===== src/rtl/store_unit.sv =====
// store_unit: narrows MEM-stage store operands into byte-lane form, buffers
// them in a small FIFO and drains them to data memory in program order.
// Misaligned or reserved requests are dropped and raise a one-cycle AdES pulse.
//
// Handshakes: req side transfers on a rising edge with req_valid & req_ready;
// memory side transfers with mem_valid & mem_ready. A valid holder keeps its
// payload stable until the transfer happens, and ready never depends
// combinationally on the partner's valid.
module store_unit #(
    parameter int DEPTH = 2,
    parameter int CNT_W = 2
) (
    input  logic             clk,
    input  logic             reset,
    input  logic             req_valid,
    input  logic [1:0]       req_op,
    input  logic [31:0]      req_addr,
    input  logic [31:0]      req_data,
    output logic             req_ready,
    output logic             exc_ades,
    output logic [31:0]      exc_addr,
    output logic             mem_valid,
    output logic [31:0]      mem_addr,
    output logic [31:0]      mem_wdata,
    output logic [3:0]       mem_byteen,
    input  logic             mem_ready,
    output logic             buf_empty,
    output logic [CNT_W-1:0] pend_cnt
);

    localparam int PTR_W = (DEPTH > 1) ? $clog2(DEPTH) : 1;

    // Store buffer storage: word address, lane-replicated data, byte enables.
    logic [29:0]      r_addr_mem [DEPTH];
    logic [31:0]      r_data_mem [DEPTH];
    logic [3:0]       r_be_mem   [DEPTH];

    logic [PTR_W-1:0] r_wr_ptr;
    logic [PTR_W-1:0] r_rd_ptr;
    logic [CNT_W-1:0] r_count;
    logic             r_exc_ades;
    logic [31:0]      r_exc_addr;

    logic             w_legal;
    logic [3:0]       w_be;
    logic [31:0]      w_wdata;
    logic             w_accept;
    logic             w_push;
    logic             w_pop;
    logic             w_not_empty;

    // Full/empty come from the registered count only, so a pop cannot reopen
    // req_ready in the same cycle and no req_* input reaches the mem_* outputs.
    assign w_not_empty = (r_count != '0);
    assign req_ready   = (r_count != CNT_W'(DEPTH));
    assign w_accept    = req_valid & req_ready;
    assign w_push      = w_accept & w_legal;
    assign w_pop       = w_not_empty & mem_ready;

    // Legality check and byte-lane translation of the incoming request.
    always_comb begin
        w_legal = 1'b0;
        w_be    = 4'b0000;
        w_wdata = 32'h0;
        case (req_op)
            2'b00: begin
                w_legal = (req_addr[1:0] == 2'b00);
                w_be    = 4'b1111;
                w_wdata = req_data;
            end
            2'b01: begin
                w_legal = ~req_addr[0];
                w_be    = req_addr[1] ? 4'b1100 : 4'b0011;
                w_wdata = {2{req_data[15:0]}};
            end
            2'b10: begin
                w_legal = 1'b1;
                w_be    = 4'b0001 << req_addr[1:0];
                w_wdata = {4{req_data[7:0]}};
            end
            default: begin
                w_legal = 1'b0;
            end
        endcase
    end

    // Buffer entries are written at the tail on a legal accept; reset clears
    // them so the memory-side outputs read as zero after reset.
    always_ff @(posedge clk or posedge reset) begin
        if (reset) begin
            for (int i = 0; i < DEPTH; i++) begin
                r_addr_mem[i] <= '0;
                r_data_mem[i] <= '0;
                r_be_mem[i]   <= '0;
            end
        end else if (w_push) begin
            r_addr_mem[r_wr_ptr] <= req_addr[31:2];
            r_data_mem[r_wr_ptr] <= w_wdata;
            r_be_mem[r_wr_ptr]   <= w_be;
        end
    end

    // Pointers (wrap modulo DEPTH via natural overflow) and occupancy count.
    always_ff @(posedge clk or posedge reset) begin
        if (reset) begin
            r_wr_ptr <= '0;
            r_rd_ptr <= '0;
            r_count  <= '0;
        end else begin
            if (w_push) begin
                r_wr_ptr <= r_wr_ptr + PTR_W'(1);
            end
            if (w_pop) begin
                r_rd_ptr <= r_rd_ptr + PTR_W'(1);
            end
            case ({w_push, w_pop})
                2'b10:   r_count <= r_count + CNT_W'(1);
                2'b01:   r_count <= r_count - CNT_W'(1);
                default: r_count <= r_count;
            endcase
        end
    end

    // Exception pulse for a rejected accept; the address is held until the
    // next rejection.
    always_ff @(posedge clk or posedge reset) begin
        if (reset) begin
            r_exc_ades <= 1'b0;
            r_exc_addr <= 32'h0;
        end else begin
            r_exc_ades <= w_accept & ~w_legal;
            if (w_accept & ~w_legal) begin
                r_exc_addr <= req_addr;
            end
        end
    end

    assign exc_ades   = r_exc_ades;
    assign exc_addr   = r_exc_addr;
    assign mem_valid  = w_not_empty;
    assign mem_addr   = {r_addr_mem[r_rd_ptr], 2'b00};
    assign mem_wdata  = r_data_mem[r_rd_ptr];
    assign mem_byteen = r_be_mem[r_rd_ptr];
    assign buf_empty  = ~w_not_empty;
    assign pend_cnt   = r_count;

endmodule


===== config.mk =====
export PLATFORM = sky130hd
export DESIGN_NAME = store_unit
export DESIGN_NICKNAME = d
export VERILOG_FILES = /design/src/rtl/store_unit.sv
export SDC_FILE = /design/constraint.sdc
export NUM_CORES = 1
export LEC_CHECK = 0
export ABC_AREA = 0
export CORE_AREA = 2 2 141 143
export CTS_BUF_LIST = sky130_fd_sc_hd__clkbuf_8 sky130_fd_sc_hd__clkbuf_16
export DETAILED_ROUTE_END_ITERATION = 10
export DIE_AREA = 0 0 143 145
export GPL_ROUTABILITY_DRIVEN = 1
export PLACE_DENSITY_LB_ADDON = 0.25
export SKIP_CTS_REPAIR_TIMING = 1
export SYNTH_ARGS = -nofsm -noshare
export SYNTH_HDL_FRONTEND = slang
export SYNTH_SLANG_ARGS = --single-unit

===== constraint.sdc =====
create_clock -name clk -period 16 [get_ports clk]
set_clock_uncertainty 0.1 [all_clocks]
set_input_delay 2.4 -clock clk [delete_from_list [all_inputs] [get_ports clk]]
set_output_delay 2.4 -clock clk [all_outputs]
set_load 0.005 [all_outputs]

==> run_results.csv <==
group,metric,value,unit
power,switching_share,27.9,%
placed_design,preCtsSetupSlack,10.19,ns
yosys,synth_top_family_by_area,"multiplexers",
clock_tree,clk_pin_slew,0.06,ns
drt,drtPass1Iterations,4,
yosys,yosysUniqueCellTypes,30,
clock_tree,cts.sinks,169,
placed_design,gp_congestion,0.793,
drt,drtIter0Drc,199,
clock_tree,cts_made_buffers,17,
sta,worst_slack,10.66,ns
critical_path,cp_data_arrival_time,5.53,ns
yosys,synthFlopType,"dfrtp_1",
sta,maxSlewHeadroom,36.7,%
placed_design,placedCellCount,940,
critical_path,r2r-end,"r_addr_mem[18]",
power,internal_power,1.43,mW
clock_tree,h-tree-depth,4,
finish,area_delta_synth_final,33.7,%
critical_path,end_kind,"flop",
yosys,synth_edf_count,0,
critical_path,start_kind,"input port",
floorplan,die_y,145,µm
power,seqPwrFrac,37.7,%
sta,worst_slew_pin_slew,0.949,ns
power,pwr-share-comb,40.7,%
finish,final_nets,765,
finish,final_cell_mix,"173 x clkdlybuf4s50_1, 171 x mux2_1, 168 x dfrtp_1",
floorplan,initial_core_util,39.7,%
yosys,synthSimpleGateAreaFrac,2.20,%
yosys,synth-async-reset-ratio,100,%
yosys,syn_area,7620,µm²
power,p_per_area,195,nW/µm²
yosys,muxShareOfSynthArea,36.1,%
hold_path,min_to,"r_data_mem[41]",
run_status,status,"complete, no violations",
hold_path,whs_path_depth,1,
sta,finalCriticalPeriod,5.34,ns
global_route,grt_overflow,0,
sta,rsz0062_at_grt,"no",
sta,setup_tns,0,ns
floorplan,die_w,143,µm
yosys,ys_ff_latch,169,
yosys,synth_compound_area_share,2.25,%
global_route,grt_max_degree,101,
sta,period_share,33.3,%
floorplan,die-area,20700,µm²
critical_path,slowest_stage,"clkdlybuf4s50_1",
sta,hold_viol_final,0,
critical_path,r2r-start,"pend_cnt[0]",
clock_tree,cts_tree,"built",
sta,whs,0.380,ns
placed_design,dp_hpwl,11.8,mm
floorplan,core-area,19200,µm²
drt,drt-total-wl,17.5,mm
clock_tree,clock_latency,0.41,ns
power,power_frac_clock,21.6,%
yosys,syn_inst,527,
yosys,yosysWarnings,0,
power,leakage,4.37,nW
yosys,syn_area_per_cell,14.5,µm²
critical_path,r2r_slack,13.59,ns
drt,vias,4801,
critical_path,path_cells,"clkdlybuf4s50_1 > nor2b_1 > a21oi_4 > nor2_4 > buf_4 > mux2_1",
hold_path,holdCritStartpoint,"r_data_mem[41]",
yosys,synth-xor-area-share,0.575,%
clock_tree,cts_buffer_depth,2,
critical_path,required,16.20,ns
global_route,grt_pass1_wl,28.1,mm
yosys,ys_seq_area_share,55.5,%
global_route,first_global_vias,5086,
power,switchingPower,0.554,mW
hold_path,hold_path_class,"flop to flop",
sta,report.final.slew_viol_count,0,
floorplan,core.rowCount,51,
drt,vias_per_cell,4.93,
flow_run,cap_viol_max_count,0,
sta,fmax,0.187,GHz
finish,layoutNonFillerInstCount,973,
finish,final_common_cell,"clkdlybuf4s50_1",
global_route,antenna_found_initial,1,
yosys,synth_fa_ha_area_share,0.164,%
clock_tree,cts_root_buf,"clkbuf_16",
drt,post_drt_wl_per_cell,18.0,µm
critical_path,crit_type,"input port to flop",
sta,setup_viol,0,
global_route,grt_usage,17.6,%
floorplan,pin_count,176,
finish,drive_gt1_share,14.6,%
power,ir_drop,0.0000925,V
drt,antenna_left,0,
critical_path,rr_worst_depth,5,
critical_path,critPathMaxFanout,66,
placed_design,port_buffers,173,
critical_path,critical-path-max-stage-delay,1.02,ns
drt,drc,0,
==> worst max-delay path, delay by kind of cell <==
kind                   cells  cell delay [ns]
AOI/OAI and AO/OA          1             0.12
buffers and inverters      2             1.77
muxes                      1             0.39
and+or+nand+nor            2             0.82
==> per-stage QoR <==
step | total power [mW] | util [%] | cell area [µm²]
6_report | 1.99 | 53.0 | 10200
5_1_grt | 2.11 | 53.0 | 10200
4_1_cts | 2.02 | 53.0 | 10200
3_5_place_dp | 1.58 | 49.7 | 9560
3_3_place_gp | 1.55 | 49.7 | 9560
2_1_floorplan | 1.12 | - | 7620
==> synth_stat cells (all sizes together) (2+ instances only) <==
library cell / count / area share, %
clkbuf: 4 / 0.20
xnor2: 3 / 0.35
mux2i: 16 / 2.1
nand2b: 2 / 0.16
dfrtp: 169 / 56
nand3: 2 / 0.20
xor2: 2 / 0.23
or2: 2 / 0.16
inv: 12 / 0.59
nor2: 3 / 0.15
o22ai: 2 / 0.16
nand2: 10 / 0.49
o31ai: 2 / 0.20
and2: 9 / 0.74
o21ai: 24 / 1.6
nor2b: 2 / 0.16
buf: 28 / 2.3
mux2: 230 / 34
==> power by group through the flow <==
stage | Sequential [mW] | Clock, mW | Combinational [mW]
global route | 0.777 | 0.461 | 0.877
floorplan | 0.716 | 0 | 0.400
finish | 0.749 | 0.430 | 0.809
detailed placement | 0.755 | 0 | 0.822
global placement | 0.739 | 0 | 0.809
CTS | 0.750 | 0.440 | 0.830
==> logic make-up after synthesis <==
group                      Yosys count
adders and majority gates            1
muxes                              246
xor gates and xnor gates             5
and+or+nand+nor                     31
DFF                                169
other                                1
AOI/OAI and AO/OA                   30
buffers and inverters               44
==> metal layers <==
metal | vias up | part of all wire [%] | wire (µm) | GRT usage, %
met1 | 2432 | 45 | 7940 | 24.1
li1 | 2188 | - | - | -
met2 | 166 | 46 | 8050 | 27.0
met3 | 15 | 7.5 | 1310 | 5.64
met4 | 0 | 1.1 | 188 | 4.41
met5 | - | 0 | 0 | 0
==> layout make-up <==
class / count / area [µm²]
Clock buffer: 21 / 480
Timing Repair Buffer: 179 / 1780
Clock inverter: 11 / 145
Sequential cell: 169 / 4230
Multi-Input combinational cell: 315 / 3170
Antenna cell: 1 / 2.50
Inverter: 12 / 50.0
Tap cell: 265 / 332
Fill cell: 1598 / 9020
==> registers in the layout, indices dropped and copies added, names as in the netlist <==
name,flops
r_data_mem,64
r_addr_mem,60
exc_addr,32
r_be_mem,8
pend_cnt,2
exc_ades,1
r_rd_ptr,1
r_wr_ptr,1
==> how the worst max path moves through the flow <==
stage | end | slack, ns | from
6_report | r_addr_mem[18] | 10.66 | req_op[1]
3_3_place_gp | r_addr_mem[16] | 10.33 | req_op[1]
5_1_grt | r_addr_mem[11] | 10.36 | req_op[1]
3_5_place_dp | r_data_mem[30] | 10.19 | req_op[1]
4_1_cts | r_data_mem[30] | 10.62 | req_op[1]
2_1_floorplan | exc_addr[0] | 8.92 | reset
Note: power is estimated with default switching activity, not from simulation.
